**config.mk**
```make
export PLATFORM = sky130hd
export DESIGN_NAME = icache_sa_flat
export DESIGN_NICKNAME = d
export VERILOG_FILES = /design/src/rtl/icache_sa_pkg.sv /design/src/rtl/icache_sa_if.sv /design/src/rtl/icache_victim_sel.sv /design/src/rtl/icache_sa.sv /design/src/flat_wrapper.sv
export SDC_FILE = /design/constraint.sdc
export NUM_CORES = 1
export LEC_CHECK = 0
export CAP_MARGIN = 10
export CORE_ASPECT_RATIO = 0.5
export CORE_MARGIN = 2
export CORE_UTILIZATION = 40
export CTS_BUF_LIST = sky130_fd_sc_hd__clkbuf_8 sky130_fd_sc_hd__clkbuf_16
export DETAILED_ROUTE_END_ITERATION = 8
export GPL_TIMING_DRIVEN = 1
export MAX_ROUTING_LAYER = met4
export PLACE_DENSITY = 0.6
export SKIP_CTS_REPAIR_TIMING = 1
export SLEW_MARGIN = 25
export SYNTH_ARGS = -nofsm -noshare
export SYNTH_HDL_FRONTEND = slang
export SYNTH_HIERARCHICAL = 1
export SYNTH_SLANG_ARGS = --single-unit
```
**constraint.sdc**
```tcl
create_clock -name clk -period 14.8 [get_ports clk]
set_input_delay 1.48 -clock clk [delete_from_list [all_inputs] [get_ports clk]]
set_output_delay 1.48 -clock clk [all_outputs]
set_load 0.01 [all_outputs]
```
**src/rtl/icache_sa_pkg.sv**
```systemverilog
// Shared types and defaults for the set-associative instruction cache.
// Latency: n/a (types, constants and elaboration-time helpers only).
// Backpressure: n/a.
package icache_sa_pkg;

    // Controller states: serving lookups, waiting on a line fill, sweeping valid bits
    typedef enum logic [1:0] {
        IDLE  = 2'd0,
        FILL  = 2'd1,
        FLUSH = 2'd2
    } icache_state_e;

    localparam int ICACHE_SETS       = 4;
    localparam int ICACHE_WAYS       = 2;
    localparam int ICACHE_LINE_BYTES = 16;

    // Way index width; a direct-mapped cache still carries a 1-bit way index
    function automatic int way_width(input int n_ways);
        return (n_ways > 1) ? $clog2(n_ways) : 1;
    endfunction

endpackage

```
**src/rtl/icache_sa_if.sv**
```systemverilog
// Fetch-side and memory-side signal bundle of the instruction cache.
// Latency: n/a (wiring only).
// Backpressure: memory side uses the ID-tagged enable/ack handshake plus an arbiter busy flag.
interface icache_sa_if #(
    parameter int VA_WIDTH   = 32,
    parameter int PA_WIDTH   = 32,
    parameter int WORD_WIDTH = 32,
    parameter int LINE_BYTES = 16,
    parameter int ID_WIDTH   = 4
);
    logic [VA_WIDTH-1:0]     i_va_addr;
    logic [PA_WIDTH-1:0]     i_pa_addr;
    logic                    i_flush;
    logic                    o_miss;
    logic                    o_busy;
    logic [WORD_WIDTH-1:0]   o_read_data;
    logic                    o_mem_enable;
    logic [PA_WIDTH-1:0]     o_mem_addr;
    logic                    o_mem_ack;
    logic                    i_mem_enable;
    logic [LINE_BYTES*8-1:0] i_mem_data;
    logic [ID_WIDTH-1:0]     i_mem_id_request;
    logic [ID_WIDTH-1:0]     i_mem_id_response;
    logic                    i_mem_in_use;

    // Cache side
    modport slave (
        input  i_va_addr, i_pa_addr, i_flush,
        input  i_mem_enable, i_mem_data, i_mem_id_request, i_mem_id_response, i_mem_in_use,
        output o_miss, o_busy, o_read_data, o_mem_enable, o_mem_addr, o_mem_ack
    );

    // Fetch stage / arbiter side
    modport master (
        output i_va_addr, i_pa_addr, i_flush,
        output i_mem_enable, i_mem_data, i_mem_id_request, i_mem_id_response, i_mem_in_use,
        input  o_miss, o_busy, o_read_data, o_mem_enable, o_mem_addr, o_mem_ack
    );

endinterface

```
**src/rtl/icache_victim_sel.sv**
```systemverilog
// Picks the way to refill in one set: lowest invalid way, else the round-robin pointer.
// Latency: purely combinational.
// Backpressure: none.
module icache_victim_sel #(
    parameter int N_WAYS = 2,
    parameter int WAY_W  = 1
) (
    input  logic [N_WAYS-1:0] valid,
    input  logic [WAY_W-1:0]  ptr,
    output logic [WAY_W-1:0]  victim,
    output logic              used_pointer
);

    // Scan from the top so the lowest-index invalid way wins
    always_comb begin
        victim       = ptr;
        used_pointer = 1'b1;
        for (int w = N_WAYS - 1; w >= 0; w--) begin
            if (!valid[w]) begin
                victim       = WAY_W'(w);
                used_pointer = 1'b0;
            end
        end
    end

endmodule

```
**src/rtl/icache_sa.sv**
```systemverilog
// Set-associative I-cache: combinational hit path, one line fill per miss, sweeping invalidate-all.
// Latency: hit data in the same cycle; miss costs >=2 cycles plus memory latency; flush N_SETS cycles.
// Backpressure: o_miss stalls fetch; fill request retried every cycle while the arbiter is in use.
module icache_sa
    import icache_sa_pkg::*;
#(
    parameter int VA_WIDTH   = 32,
    parameter int PA_WIDTH   = 32,
    parameter int WORD_WIDTH = 32,
    parameter int LINE_BYTES = ICACHE_LINE_BYTES,
    parameter int N_SETS     = ICACHE_SETS,
    parameter int N_WAYS     = ICACHE_WAYS,
    parameter int ID_WIDTH   = 4,
    parameter logic [WORD_WIDTH-1:0] NOP = '0
) (
    input logic       clk,
    input logic       rst,
    icache_sa_if.slave bus
);

    localparam int OFF_W  = $clog2(LINE_BYTES);
    localparam int SET_W  = $clog2(N_SETS);
    localparam int WAY_W  = way_width(N_WAYS);
    localparam int TAG_W  = PA_WIDTH - OFF_W - SET_W;
    localparam int LINE_W = LINE_BYTES * 8;
    localparam int WB_W   = $clog2(WORD_WIDTH / 8);

    // Index plus offset must stay within the untranslated page offset
    generate
        if (OFF_W + SET_W > 12) begin : g_index_too_wide
            $error("icache_sa: OFF_W + SET_W exceeds the 12-bit page offset");
        end
    endgenerate

    // Storage: data/tag are plain arrays (SRAM candidates), valid and pointers are flops
    logic [LINE_W-1:0] data_arr  [N_SETS][N_WAYS];
    logic [TAG_W-1:0]  tag_arr   [N_SETS][N_WAYS];
    logic [N_WAYS-1:0] valid_arr [N_SETS];
    logic [WAY_W-1:0]  rr_ptr    [N_SETS];

    icache_state_e state, state_nxt;

    logic [SET_W-1:0]    set_idx;
    logic [TAG_W-1:0]    tag_in;
    logic [OFF_W-1:0]    line_off;
    logic                hit;
    logic [WAY_W-1:0]    hit_way;
    logic [LINE_W-1:0]   hit_line;
    logic [WORD_WIDTH-1:0] hit_word;
    int                  word_base;
    logic                lookup_hit;

    logic [WAY_W-1:0]    victim_way;
    logic                victim_used_ptr;

    logic [SET_W-1:0]    fill_set;
    logic [TAG_W-1:0]    fill_tag;
    logic [ID_WIDTH-1:0] fill_id;
    logic [WAY_W-1:0]    fill_way;
    logic                fill_used_ptr;
    logic                mem_req;
    logic                mem_hit;
    logic                start_fill;
    logic                flush_pending;
    logic [SET_W-1:0]    flush_cnt;
    logic                flush_done;

    logic unused_va_bits;
    assign unused_va_bits = ^{bus.i_va_addr[VA_WIDTH-1:OFF_W+SET_W], bus.i_va_addr[OFF_W-1:0]};

    // Set comes from the virtual address, tag and word offset from the physical one
    assign set_idx  = bus.i_va_addr[OFF_W+SET_W-1:OFF_W];
    assign tag_in   = bus.i_pa_addr[PA_WIDTH-1:OFF_W+SET_W];
    assign line_off = bus.i_pa_addr[OFF_W-1:0];

    // Tag compare across the ways of the addressed set
    always_comb begin
        hit     = 1'b0;
        hit_way = '0;
        for (int w = 0; w < N_WAYS; w++) begin
            if (valid_arr[set_idx][w] && (tag_arr[set_idx][w] == tag_in)) begin
                hit     = 1'b1;
                hit_way = WAY_W'(w);
            end
        end
    end

    // Sub-word offset bits are dropped so the read is always word aligned
    assign hit_line   = data_arr[set_idx][hit_way];
    assign word_base  = int'(line_off >> WB_W) * WORD_WIDTH;
    assign hit_word   = hit_line[word_base +: WORD_WIDTH];
    assign lookup_hit = hit && (state == IDLE);

    assign bus.o_miss      = !lookup_hit;
    assign bus.o_read_data = lookup_hit ? hit_word : NOP;

    icache_victim_sel #(
        .N_WAYS (N_WAYS),
        .WAY_W  (WAY_W)
    ) u_victim_sel (
        .valid        (valid_arr[set_idx]),
        .ptr          (rr_ptr[set_idx]),
        .victim       (victim_way),
        .used_pointer (victim_used_ptr)
    );

    assign mem_hit    = (state == FILL) && bus.i_mem_enable && (bus.i_mem_id_response == fill_id);
    assign start_fill = (state == IDLE) && (state_nxt == FILL);
    assign flush_done = (state == FLUSH) && (flush_cnt == SET_W'(N_SETS - 1));

    assign bus.o_mem_ack    = mem_hit;
    assign bus.o_mem_enable = mem_req;
    assign bus.o_mem_addr   = {fill_tag, fill_set, {OFF_W{1'b0}}};
    assign bus.o_busy       = (state != IDLE) || flush_pending;

    // Next state: flush beats a new miss; fills wait for a free arbiter
    always_comb begin
        state_nxt = state;
        case (state)
            IDLE: begin
                if (bus.i_flush || flush_pending) begin
                    state_nxt = FLUSH;
                end else if (!hit && !bus.i_mem_in_use) begin
                    state_nxt = FILL;
                end
            end
            FILL:    if (mem_hit)    state_nxt = IDLE;
            FLUSH:   if (flush_done) state_nxt = IDLE;
            default: state_nxt = IDLE;
        endcase
    end

    // Control state, one-cycle request strobe, fill context latch, flush bookkeeping
    always_ff @(posedge clk or posedge rst) begin
        if (rst) begin
            state         <= IDLE;
            mem_req       <= 1'b0;
            flush_pending <= 1'b0;
            flush_cnt     <= '0;
            fill_set      <= '0;
            fill_tag      <= '0;
            fill_id       <= '0;
            fill_way      <= '0;
            fill_used_ptr <= 1'b0;
        end else begin
            state   <= state_nxt;
            mem_req <= start_fill;
            if (start_fill) begin
                fill_set      <= set_idx;
                fill_tag      <= tag_in;
                fill_id       <= bus.i_mem_id_request;
                fill_way      <= victim_way;
                fill_used_ptr <= victim_used_ptr;
            end
            if (state == FLUSH) begin
                flush_cnt <= flush_cnt + 1'b1;
            end
            if (flush_done) begin
                flush_pending <= 1'b0;
            end
            if (bus.i_flush && (state != IDLE)) begin
                flush_pending <= 1'b1;
            end
        end
    end

    // Line data and tag are written on the accepted response; never reset
    always_ff @(posedge clk) begin
        if (mem_hit) begin
            data_arr[fill_set][fill_way] <= bus.i_mem_data;
            tag_arr[fill_set][fill_way]  <= fill_tag;
        end
    end

    // Valid bits and replacement pointers: set on fill, swept by flush
    always_ff @(posedge clk or posedge rst) begin
        if (rst) begin
            for (int s = 0; s < N_SETS; s++) begin
                valid_arr[s] <= '0;
                rr_ptr[s]    <= '0;
            end
        end else if (mem_hit) begin
            valid_arr[fill_set][fill_way] <= 1'b1;
            if (fill_used_ptr) begin
                rr_ptr[fill_set] <= (N_WAYS > 1) ? rr_ptr[fill_set] + 1'b1 : '0;
            end
        end else if (state == FLUSH) begin
            valid_arr[flush_cnt] <= '0;
        end
    end

endmodule
```
**src/flat_wrapper.sv**
```systemverilog
// flat-port wrapper written by rule: the top's interface ports become plain ports
module icache_sa_flat import icache_sa_pkg::*;
#(
    parameter int VA_WIDTH   = 32,
    parameter int PA_WIDTH   = 32,
    parameter int WORD_WIDTH = 32,
    parameter int LINE_BYTES = ICACHE_LINE_BYTES,
    parameter int N_SETS     = ICACHE_SETS,
    parameter int N_WAYS     = ICACHE_WAYS,
    parameter int ID_WIDTH   = 4,
    parameter logic [WORD_WIDTH-1:0] NOP = '0
)
  (clk, rst, bus_i_va_addr, bus_i_pa_addr, bus_i_flush, bus_i_mem_enable, bus_i_mem_data, bus_i_mem_id_request, bus_i_mem_id_response, bus_i_mem_in_use, bus_o_miss, bus_o_busy, bus_o_read_data, bus_o_mem_enable, bus_o_mem_addr, bus_o_mem_ack);
  icache_sa_if #(.VA_WIDTH(VA_WIDTH), .PA_WIDTH(PA_WIDTH), .WORD_WIDTH(WORD_WIDTH), .LINE_BYTES(LINE_BYTES), .ID_WIDTH(ID_WIDTH)) bus_i ();
  input logic clk;
  input logic rst;
  input wire logic [$bits(bus_i.i_va_addr)-1:0] bus_i_va_addr;
  input wire logic [$bits(bus_i.i_pa_addr)-1:0] bus_i_pa_addr;
  input wire logic [$bits(bus_i.i_flush)-1:0] bus_i_flush;
  input wire logic [$bits(bus_i.i_mem_enable)-1:0] bus_i_mem_enable;
  input wire logic [$bits(bus_i.i_mem_data)-1:0] bus_i_mem_data;
  input wire logic [$bits(bus_i.i_mem_id_request)-1:0] bus_i_mem_id_request;
  input wire logic [$bits(bus_i.i_mem_id_response)-1:0] bus_i_mem_id_response;
  input wire logic [$bits(bus_i.i_mem_in_use)-1:0] bus_i_mem_in_use;
  output wire logic [$bits(bus_i.o_miss)-1:0] bus_o_miss;
  output wire logic [$bits(bus_i.o_busy)-1:0] bus_o_busy;
  output wire logic [$bits(bus_i.o_read_data)-1:0] bus_o_read_data;
  output wire logic [$bits(bus_i.o_mem_enable)-1:0] bus_o_mem_enable;
  output wire logic [$bits(bus_i.o_mem_addr)-1:0] bus_o_mem_addr;
  output wire logic [$bits(bus_i.o_mem_ack)-1:0] bus_o_mem_ack;
  assign bus_i.i_va_addr = bus_i_va_addr;
  assign bus_i.i_pa_addr = bus_i_pa_addr;
  assign bus_i.i_flush = bus_i_flush;
  assign bus_i.i_mem_enable = bus_i_mem_enable;
  assign bus_i.i_mem_data = bus_i_mem_data;
  assign bus_i.i_mem_id_request = bus_i_mem_id_request;
  assign bus_i.i_mem_id_response = bus_i_mem_id_response;
  assign bus_i.i_mem_in_use = bus_i_mem_in_use;
  assign bus_o_miss = bus_i.o_miss;
  assign bus_o_busy = bus_i.o_busy;
  assign bus_o_read_data = bus_i.o_read_data;
  assign bus_o_mem_enable = bus_i.o_mem_enable;
  assign bus_o_mem_addr = bus_i.o_mem_addr;
  assign bus_o_mem_ack = bus_i.o_mem_ack;
  icache_sa #(.VA_WIDTH(VA_WIDTH), .PA_WIDTH(PA_WIDTH), .WORD_WIDTH(WORD_WIDTH), .LINE_BYTES(LINE_BYTES), .N_SETS(N_SETS), .N_WAYS(N_WAYS), .ID_WIDTH(ID_WIDTH), .NOP(NOP)) u_core (.clk(clk), .rst(rst), .bus(bus_i));
endmodule
```
Word-level counts from Yosys, hierarchy flattened. Memories as Yosys holds them, arrays and structs flattened. Cells that the tools add are included.

Bitwise operators: 8. Equal/unequal tests: 7. Magnitude comparators: 10. Reduce and logical (&&, ||, !) cells: 23. Add/subtract/negate cells: 2. Shifts and indexed selects: 1. Muxes and demuxes: 45.

Operators by type and width (number): 128-bit 2-to-1 mux (4); 256-bit 2-to-1 mux (1); 128-bit demux with 1-bit select (1); 128-bit by 8-bit variable part select with 32-bit output (1); 26-bit == test (2); 52-bit 2-to-1 mux (1); 32-bit 2-to-1 mux (1); 26-bit demux with 1-bit select (1); 26-bit 2-to-1 mux (1); 1-bit 2-to-1 mux (16); 2-bit 2-to-1 mux (8); 8-bit 2-to-1 mux (2); 1-bit logical AND (13); 3-bit greater-or-equal comparator, second input constant (3); 2-bit NOT with 3-bit output (3); 8-bit AND (1); 2-bit demux with 2-bit select (2); 8-bit NOT (1); 8-bit bitwise OR (1); 3-bit by 1-bit < comparator with 1-bit output, second input constant (2); 2-bit one-hot mux with 3 select lines (1); 2-bit nonzero test (3); 1-bit binary-select mux with 2-bit select (2); 2-bit binary-select mux with 2-bit select (1); 17 further kinds (24).

Word-level logic and storage cells: 115. Memory bits (writable): 1232. Output and inout bits: 68. Register bits: 52. Memories: 2.

Memory list: u_core.data_arr (depth 4, bits a word 256, rd ports 1, clocked after memory_dff 0, wr ports 1, line icache_sa.sv:36) `logic [LINE_W-1:0] data_arr [N_SETS][N_WAYS];`; u_core.tag_arr (depth 4, bits a word 52, rd ports 1, clocked after memory_dff 0, wr ports 1, line icache_sa.sv:37) `logic [TAG_W-1:0] tag_arr [N_SETS][N_WAYS];`.

Depth between registers and ports, before layout. Gate-level depths: netlist (run 1).

Word-level depth: 14. Gate-level depth with buffers: 14. Depth with buffers taken out: 8.

Cells and area by module. The synthesis (run 1) kept the hierarchy.

Modules (own cells, without submodules): icache_sa (times used 1, area each 50258.2 um^2, cells each 2352, sequential area each 38296.7 um^2); icache_victim_sel (times used 1, area each 17.5 um^2, cells each 3, sequential area each 0.0 um^2).

Worst setup path after synthesis (run 1). Ideal clock, no wire load.

Kind: input -> register. Start point: in bus_i_mem_id_response[3]. End point: mem u_core/data_arr[0][128] (netlist name) (enable). Path buffers: 0. Arrival time: 13.107 ns. Data required time: 13.943 ns. Cell stages on the path: 5. Path slack: 0.835 ns. Setup time: 0.857 ns. Cells stage by stage: xnor2_1 -> nand3_1 -> nor4b_1 -> nand2b_1 -> nor3_1.

Word-level cells in the longest chain between the ends: 4.

RTL lines: start: declaration (line flat_wrapper.sv:23) `input wire logic [$bits(bus_i.i_mem_id_response)-1:0] bus_i_mem_id_response;`; 4-bit == test (line icache_sa.sv:107) `assign mem_hit = (state == FILL) && bus.i_mem_enable && (bus.i_mem_id_response == fill_id);`; 1-bit logical AND (line icache_sa.sv:107); named net bus_o_mem_ack (line flat_wrapper.sv:30) `output wire logic [$bits(bus_i.o_mem_ack)-1:0] bus_o_mem_ack;`; 1-bit 2-to-1 mux (line icache_sa.sv:169) `if (mem_hit) begin`; 256-bit 2-to-1 mux (not written as such) (line icache_sa.sv:170) `data_arr[fill_set][fill_way] <= bus.i_mem_data;`; end: declaration (line icache_sa.sv:36).

The timed path passes the listed nets, and every way through them passes these cells.

Worst setup path after layout (run 1).
Start point: in bus_i_va_addr[4]. End point: out bus_o_read_data[31].

Word-level cells in the longest chain between the ends: 12. Elaborated cells on any way between the ends: 20. Those cells by class: 2 x eq/ne; 1 x shift; 10 x mux; 2 x bitwise; 3 x reduce/logical; 2 x memory.

RTL lines: start: declaration (line flat_wrapper.sv:17) `input wire logic [$bits(bus_i.i_va_addr)-1:0] bus_i_va_addr;`; branches (longest 11 deep; another with memory read 4 x 52 bit); 32-bit 2-to-1 mux * (line icache_sa.sv:95) `assign bus.o_read_data = lookup_hit ? hit_word : NOP;`; end: declaration (line flat_wrapper.sv:27) `output wire logic [$bits(bus_i.o_read_data)-1:0] bus_o_read_data;`.

Every way passes the cells marked *. The select of a mux whose other input is x is not followed.

==> reports/results.ini, run 1 <==
[grt]
overall_overflow_remaining_after_global_route=0
antenna_found_initial=18
grt_max_degree=128
wire_length_of_the_first_global_routing_pass_um=166300
grt_pass1_vias=24567
globalRouteTotalUtil_pct=18.13

[logic_synthesis]
syn-cell-area_sq_um=50280
post_synth_most_frequent_cells=1232 x sky130_fd_sc_hd__edfxtp_1, 298 x sky130_fd_sc_hd__mux4_2, 101 x sky130_fd_sc_hd__nand2_1
synth.largest_area_cell=sky130_fd_sc_hd__edfxtp_1
synth.top_cells.by_area=sky130_fd_sc_hd__edfxtp_1 74%, sky130_fd_sc_hd__mux4_2 13%, sky130_fd_sc_hd__dfrtp_1 2.6%
ys_warn_count=6
synth_cells=2355
yosys.cell_types.count=55
synth.avg_cell_area_sq_um=21.35
netlist.area_leader.share_pct=73.59
ys_seq_area_share_pct=76.17
synth_enable_flop_cells=1232
synthArstFlopShare_pct=4.050
yosys_most_used_dff=sky130_fd_sc_hd__edfxtp_1
synth_seq_cells=1284
synth_most_common_cell=sky130_fd_sc_hd__edfxtp_1

[critical_path]
path_common_cell=sky130_fd_sc_hd__nor4_1
cp-start-kind=input pin
data_required_time_at_the_worst_endpoint_ns=13.32
max_stage_delay_ns=0.72
worst_ep_arrival_ns=6.40
cp_top_family=buffers and inverters
crit_type=input pin to output pin
path_max_fanout=127
endpoint_kind=output pin
critPathBufInv=4
cp_cell_sequence=buf_8 -> mux4_2 -> xnor2_1 -> o2111ai_1 -> nor4_1 -> nand4b_1 -> buf_4 -> buf_12 -> mux2i_1 -> nor4_1 -> a211oi_1 -> clkdlybuf4s50_1
slowest_stage=sky130_fd_sc_hd__a211oi_1

[detailed_routing]
drt_first_pass_iters=5
antenna_left=0
postRouteWirelength_um=113700
drt-initial-drc-count=1813
remaining_drc_errors=0
via_per_inst=5.392
wire_length_per_cell_um=25.88
vias=23697

[die]
rows=91
top_level_ports=273
floorplan.core_area_sq_um=124000
dieArea_sq_um=128700
die_width_um=505.4
initial_core_util_pct=40.55
die-height_um=254.7

[placement]
placed_area_sq_um=54510
port_buffers=234
dpl.hpwl_um=59870
place.gp.congestion=0.7355

[cts]
clock_sink_total=1284
root_buffer=sky130_fd_sc_hd__clkbuf_16
tritoncts=done
cts-buffers-inserted=114
clk_latency_ns=0.72
number_of_h_tree_levels=3
clk_pin_slew_ns=0.06
cts-root-to-sink-buffers=3

[finish]
layout.filler_cells=10236
num-nets-final=2819
final_cell_area_sq_um=58160
layout-drive-gt1-share_pct=19.54
final_core_util_pct=46.90
area_growth_pct=15.68

[timing]
drv_slew=0
setup_viol_count_final=0
clock-skew-final_ns=0.01894
max_slew_margin_pct=29.50
fin_crit_ns=7.880
timing.fmax_mhz=126.9
final_min_period_over_clock_period_pct=53.24
timing_hold_violations_final=0
hold-worst-slack_ns=0.4723
rsz0062_at_grt=false
tightestPinTransition_ns=1.049
final.setup.tns_ns=0

[job]
cap_viol_max_count=0

[pwr]
finalPower_uw=7469
cellLeakagePower_uw=0.01876
vdd_ir_drop_max_mv=0.09543
power_density_nw_per_um2=128.4

[hold_path]
holdCritPathClass=flip-flop to flip-flop

[status]
outcome=finished clean

[where the power goes]
group / switching [uW] / internal, uW
Combinational: 216 / 216
Clock: 1320 / 1570
Sequential: 73.4 / 4070
Total: 1610 / 5850
[layer usage]
layer,global-route usage (%),vias to the layer above,part of all wire (%)
li1,-,10345,-
met1,23.83,12737,44
met2,29.28,463,50
met3,3.707,152,4.4
met4,4.200,0,1.9
met5,-,-,0
[registers in the layout (all words and copies together), names as in the netlist]
signal / count
u_core/bus.o_mem_enable: 1
u_core/data_arr: 1024
u_core/fill_id: 4
u_core/fill_set: 2
u_core/fill_tag: 26
u_core/fill_used_ptr: 1
u_core/fill_way: 1
u_core/flush_cnt: 2
u_core/flush_pending: 1
u_core/rr_ptr: 4
u_core/state: 2
u_core/tag_arr: 208
u_core/valid_arr: 8
[worst paths after layout]
path	end	slack, ns	cells past startpoint	start
worst max-delay path	bus_o_read_data[31]	6.92	12	bus_i_va_addr[4]
worst min-delay path	u_core/rr_ptr[2]$_DFFE_PP0P_	0.47	1	u_core/rr_ptr[2]$_DFFE_PP0P_
worst max register to register	u_core/data_arr[1][119]$_DFFE_PP_	9.74	8	u_core/state[1]$_DFF_PP0_
worst min register to register	u_core/rr_ptr[2]$_DFFE_PP0P_	0.47	1	u_core/rr_ptr[2]$_DFFE_PP0P_
max in group asynchronous	u_core/fill_tag[2]$_DFFE_PP0P_	12.87	3	rst
min in group asynchronous	u_core/fill_id[3]$_DFFE_PP0P_	1.32	3	rst
[cells by family after synthesis]
kind of cell,Yosys count,synth area share (%)
xor gates and xnor gates,61,1.063
adders and majority gates,4,0.09955
other,1,0.007459
DFF,1284,76.17
AOI/OAI and AO/OA,93,1.366
muxes,394,15.35
buffers and inverters,149,1.473
and+or+nand+nor,369,4.467
[per-stage QoR]
step           worst slack, ns  instances
2_1_floorplan           0.8354       2358
3_3_place_gp             6.886       4168
3_5_place_dp             6.924       4168
4_1_cts                  6.919       4381
5_1_grt                  6.759       4395
6_report                 6.920       4395
[cell usage in the layout, fill, tap and decap left out, drive strengths merged, types with 14 or more instances in the layout]
cell type,n
nor2,25
nor3b,49
a31oi,30
clkinv,57
nand2,101
buf,46
clkdlybuf4s50,230
xnor2,35
inv,34
a21o,15
xor2,26
nand2b,16
dfrtp,52
a311oi,15
mux2,36
nor4,46
and3b,57
diode,14
mux4,298
clkbuf,117
mux2i,60
edfxtp,1232
[layout make-up]
cell class | instances | area [sq um] | area share, %
clock inverters | 97 | 714.4 | 1.228
multi-input cells | 925 | 11330 | 19.48
inverters | 8 | 30.03 | 0.05163
clock buffers | 116 | 2892 | 4.972
diodes | 14 | 35.03 | 0.06024
repair buffers | 277 | 2768 | 4.759
well taps | 1674 | 2095 | 3.601
flip-flops and latches | 1284 | 38300 | 65.85
Power figures use the tool's default switching activity.
==> inputs of run 2 (changes only) <==
==> constraint.sdc (replaced) <==
create_clock -name clk -period 7.5 [get_ports clk]
set_input_delay 0.75 -clock clk [delete_from_list [all_inputs] [get_ports clk]]
set_output_delay 0.75 -clock clk [all_outputs]
set_load 0.01 [all_outputs]
==> reports/results.ini, run 2 (synthesis results as in run 1) <==
[timing]
setup_viol_count_final=0  ; unchanged
timing.fmax_mhz=163.5
fin_crit_ns=6.114
drv_slew=0  ; unchanged
clock-skew-final_ns=0.03590  ; was 0.01894 ns
timing_hold_violations_final=0  ; unchanged
max_slew_margin_pct=31.90  ; was 29.50%
hold-worst-slack_ns=0.4632  ; was 0.4723 ns
final_min_period_over_clock_period_pct=81.53
rsz0062_at_grt=false  ; unchanged
final.setup.tns_ns=0  ; unchanged
tightestPinTransition_ns=1.022  ; was 1.049 ns

[pwr]
power_density_nw_per_um2=251.6  ; was 128.4 nW/um^2
power.switching_fraction_pct=21.50  ; was 21.61%
power_report.internal_total_uw=11500  ; was 5855 uW
power.net_switching_uw=3150  ; was 1614 uW
vdd_ir_drop_max_mv=0.1645  ; was 0.09543 mV
pwr-share-clk_pct=38.4  ; was 38.8%
cellLeakagePower_uw=0.01880  ; was 0.01876 uW
power.combinational.fraction_pct=5.8  ; about the same
share_seq_of_total_power_pct=55.8  ; was 55.4%

[finish]
max_reg_flops=1024  ; unchanged
final_cell_area_sq_um=58230  ; was 58160 sq um
register_with_the_highest_flop_count=u_core/data_arr  ; unchanged
layout.cells.most_common_list=1232 x sky130_fd_sc_hd__edfxtp_1, 298 x sky130_fd_sc_hd__mux4_2, 230 x sky130_fd_sc_hd__clkdlybuf4s50_1, 115 x sky130_fd_sc_hd__clkbuf_16, 100 x sky130_fd_sc_hd__nand2_1  ; unchanged
area_growth_pct=15.82  ; was 15.68%
layout.filler_cells=10278  ; was 10236
num-nets-final=2826  ; was 2819
largestRegisters=u_core/data_arr x1024, u_core/tag_arr x208, u_core/fill_tag x26  ; unchanged
layout_commonest_cell=sky130_fd_sc_hd__edfxtp_1  ; unchanged
final_core_util_pct=46.96  ; was 46.90%
layout-drive-gt1-share_pct=19.79  ; was 19.54%

[cts]
cts-buffers-inserted=114  ; unchanged
cts-root-to-sink-buffers=3  ; unchanged
tritoncts=done  ; unchanged
number_of_h_tree_levels=3  ; unchanged
clk_latency_ns=0.73  ; was 0.72 ns
clk_pin_slew_ns=0.06  ; about the same
root_buffer=sky130_fd_sc_hd__clkbuf_16  ; unchanged
clock_sink_total=1284  ; unchanged

[grt]
wire_length_of_the_first_global_routing_pass_um=164400  ; was 166300 um
met3_usage_pct=2.972  ; was 3.707%
grt_pass1_vias=24723  ; was 24567
overall_overflow_remaining_after_global_route=0  ; unchanged
global_routing_met1_resource_utilization_pct=23.37  ; was 23.83%
grt_max_degree=118  ; was 128
busiest_layer=met2  ; unchanged
antenna_found_initial=9  ; was 18
grtUsageMet2_pct=29.72  ; was 29.28%
globalRouteTotalUtil_pct=17.89  ; was 18.13%

[critical_path]
reg2reg_from=u_core/tag_arr[3][37]$_DFFE_PP_  ; was u_core/state[1]$_DFF_PP0_
max_stage_delay_ns=0.83  ; was 0.72 ns
crit_type=input pin to output pin  ; unchanged
timing.critical_path.depth=9  ; was 12
data_required_time_at_the_worst_endpoint_ns=6.75  ; was 13.32 ns
path_max_fanout=60  ; was 127
worst_ep_arrival_ns=5.36  ; was 6.40 ns
count_of_cells_along_the_worst_register_to_register_path=8  ; unchanged
cp_cell_sequence=buf_8 -> mux4_2 -> xor2_1 -> nor4_1 -> nand3_1 -> o32ai_2 -> nand2_2 -> a211oi_1 -> clkdlybuf4s50_1  ; was buf_8 -> mux4_2 -> xnor2_1 -> o2111ai_1 -> nor4_1 -> nand4b_1 -> buf_4 -> buf_12 -> mux2i_1 -> nor4_1 -> a211oi_1 -> clkdlybuf4s50_1
endpoint_kind=output pin  ; unchanged
cp-start-kind=input pin  ; unchanged
critPathBufInv=2  ; was 4
r2r_setup_slack_ns=3.61  ; was 9.74 ns
regToRegEndpoint=u_core/fill_tag[23]$_DFFE_PP0P_  ; was u_core/data_arr[1][119]$_DFFE_PP_
cp_top_family=simple AND/OR/NAND/NOR gates  ; was buffers and inverters
slowest_stage=sky130_fd_sc_hd__a211oi_1  ; unchanged

[job]
cap_viol_max_count=0  ; unchanged

[detailed_routing]
postRouteWirelength_um=112300  ; was 113700 um
antenna_left=0  ; unchanged
via_per_inst=5.442  ; was 5.392
drt-initial-drc-count=1667  ; was 1813
remaining_drc_errors=0  ; unchanged
wire_length_per_cell_um=25.59  ; was 25.88 um
vias=23883  ; was 23697
drt_first_pass_iters=5  ; unchanged

[die]
initial_core_util_pct=40.55  ; unchanged
die-height_um=254.7  ; unchanged
rows=91  ; unchanged
top_level_ports=273  ; unchanged
floorplan.core_area_sq_um=124000  ; unchanged
die_width_um=505.4  ; unchanged
dieArea_sq_um=128700  ; unchanged

[placement]
placed_area_sq_um=54660  ; was 54510 sq um
place.gp.congestion=0.7238  ; was 0.7355
port_buffers=234  ; unchanged
dpl.hpwl_um=60390  ; was 59870 um

[hold_path]
min_to=u_core/rr_ptr[0]$_DFFE_PP0P_  ; was u_core/rr_ptr[2]$_DFFE_PP0P_
holdCritPathClass=flip-flop to flip-flop  ; unchanged
min-delay-start=u_core/rr_ptr[0]$_DFFE_PP0P_  ; was u_core/rr_ptr[2]$_DFFE_PP0P_
hold_critical_path_depth=1  ; unchanged

[status]
outcome=finished clean  ; unchanged

run 2: cell types whose count changed in the layout (fill, tap and decap cells not counted), sizes merged:
cell	before	now
buf	46	53
bufinv	9	7
clkbuf	117	119
clkinv	57	49
clkinvlp	5	4
diode	14	7
inv	34	37
run 2: power groups by stage:
| stage | Sequential (uW) | Clock [uW] | Combinational, uW |
|---|---|---|---|
| floorplan | 8300 | 0 | 446 |
| global placement | 8310 | 0 | 855 |
| detailed placement | 8320 | 0 | 867 |
| CTS | 8170 | 5770 | 870 |
| global route | 8190 | 6030 | 922 |
| finish | 8170 | 5630 | 850 |
run 2: worst max-delay path by stage:
stage                        startpoint                                 to  slack [ns]
2_1_floorplan  bus_i_mem_id_response[3]  u_core/data_arr[3][128]$_DFFE_PP_       -1.57
3_3_place_gp           bus_i_va_addr[4]                 bus_o_read_data[8]        1.42
3_5_place_dp           bus_i_va_addr[4]                bus_o_read_data[31]        1.40
4_1_cts                bus_i_va_addr[4]                bus_o_read_data[31]        1.34
5_1_grt                bus_i_va_addr[4]                bus_o_read_data[31]        1.21
6_report               bus_i_va_addr[4]                bus_o_read_data[31]        1.39
run 2: layer usage:
layer	routed length, um	up-vias
li1	-	10342
met1	48290	12879
met2	56940	516
met3	5109	146
met4	1982	0
met5	0	-
run 2: metrics by stage:
stage / total power [uW] / worst slack (ns) / instances
after floorplan: 8743 / -1.571 / 2358
after global placement: 9167 / 1.423 / 4175
after detailed placement: 9190 / 1.396 / 4175
after CTS: 14810 / 1.336 / 4382
after global routing: 15140 / 1.205 / 4387
final: 14650 / 1.386 / 4389
run 2: cell type report:
cell class	instances	area [sq um]	share of cell area, %
antenna	7	17.52	0.03008
clock buffer	118	2919	5.013
clock inverter	89	629.4	1.081
inverter	8	30.03	0.05157
multi-input combinational	925	11330	19.45
sequential	1284	38300	65.77
tap	1674	2095	3.597
timing repair buffer	284	2917	5.009
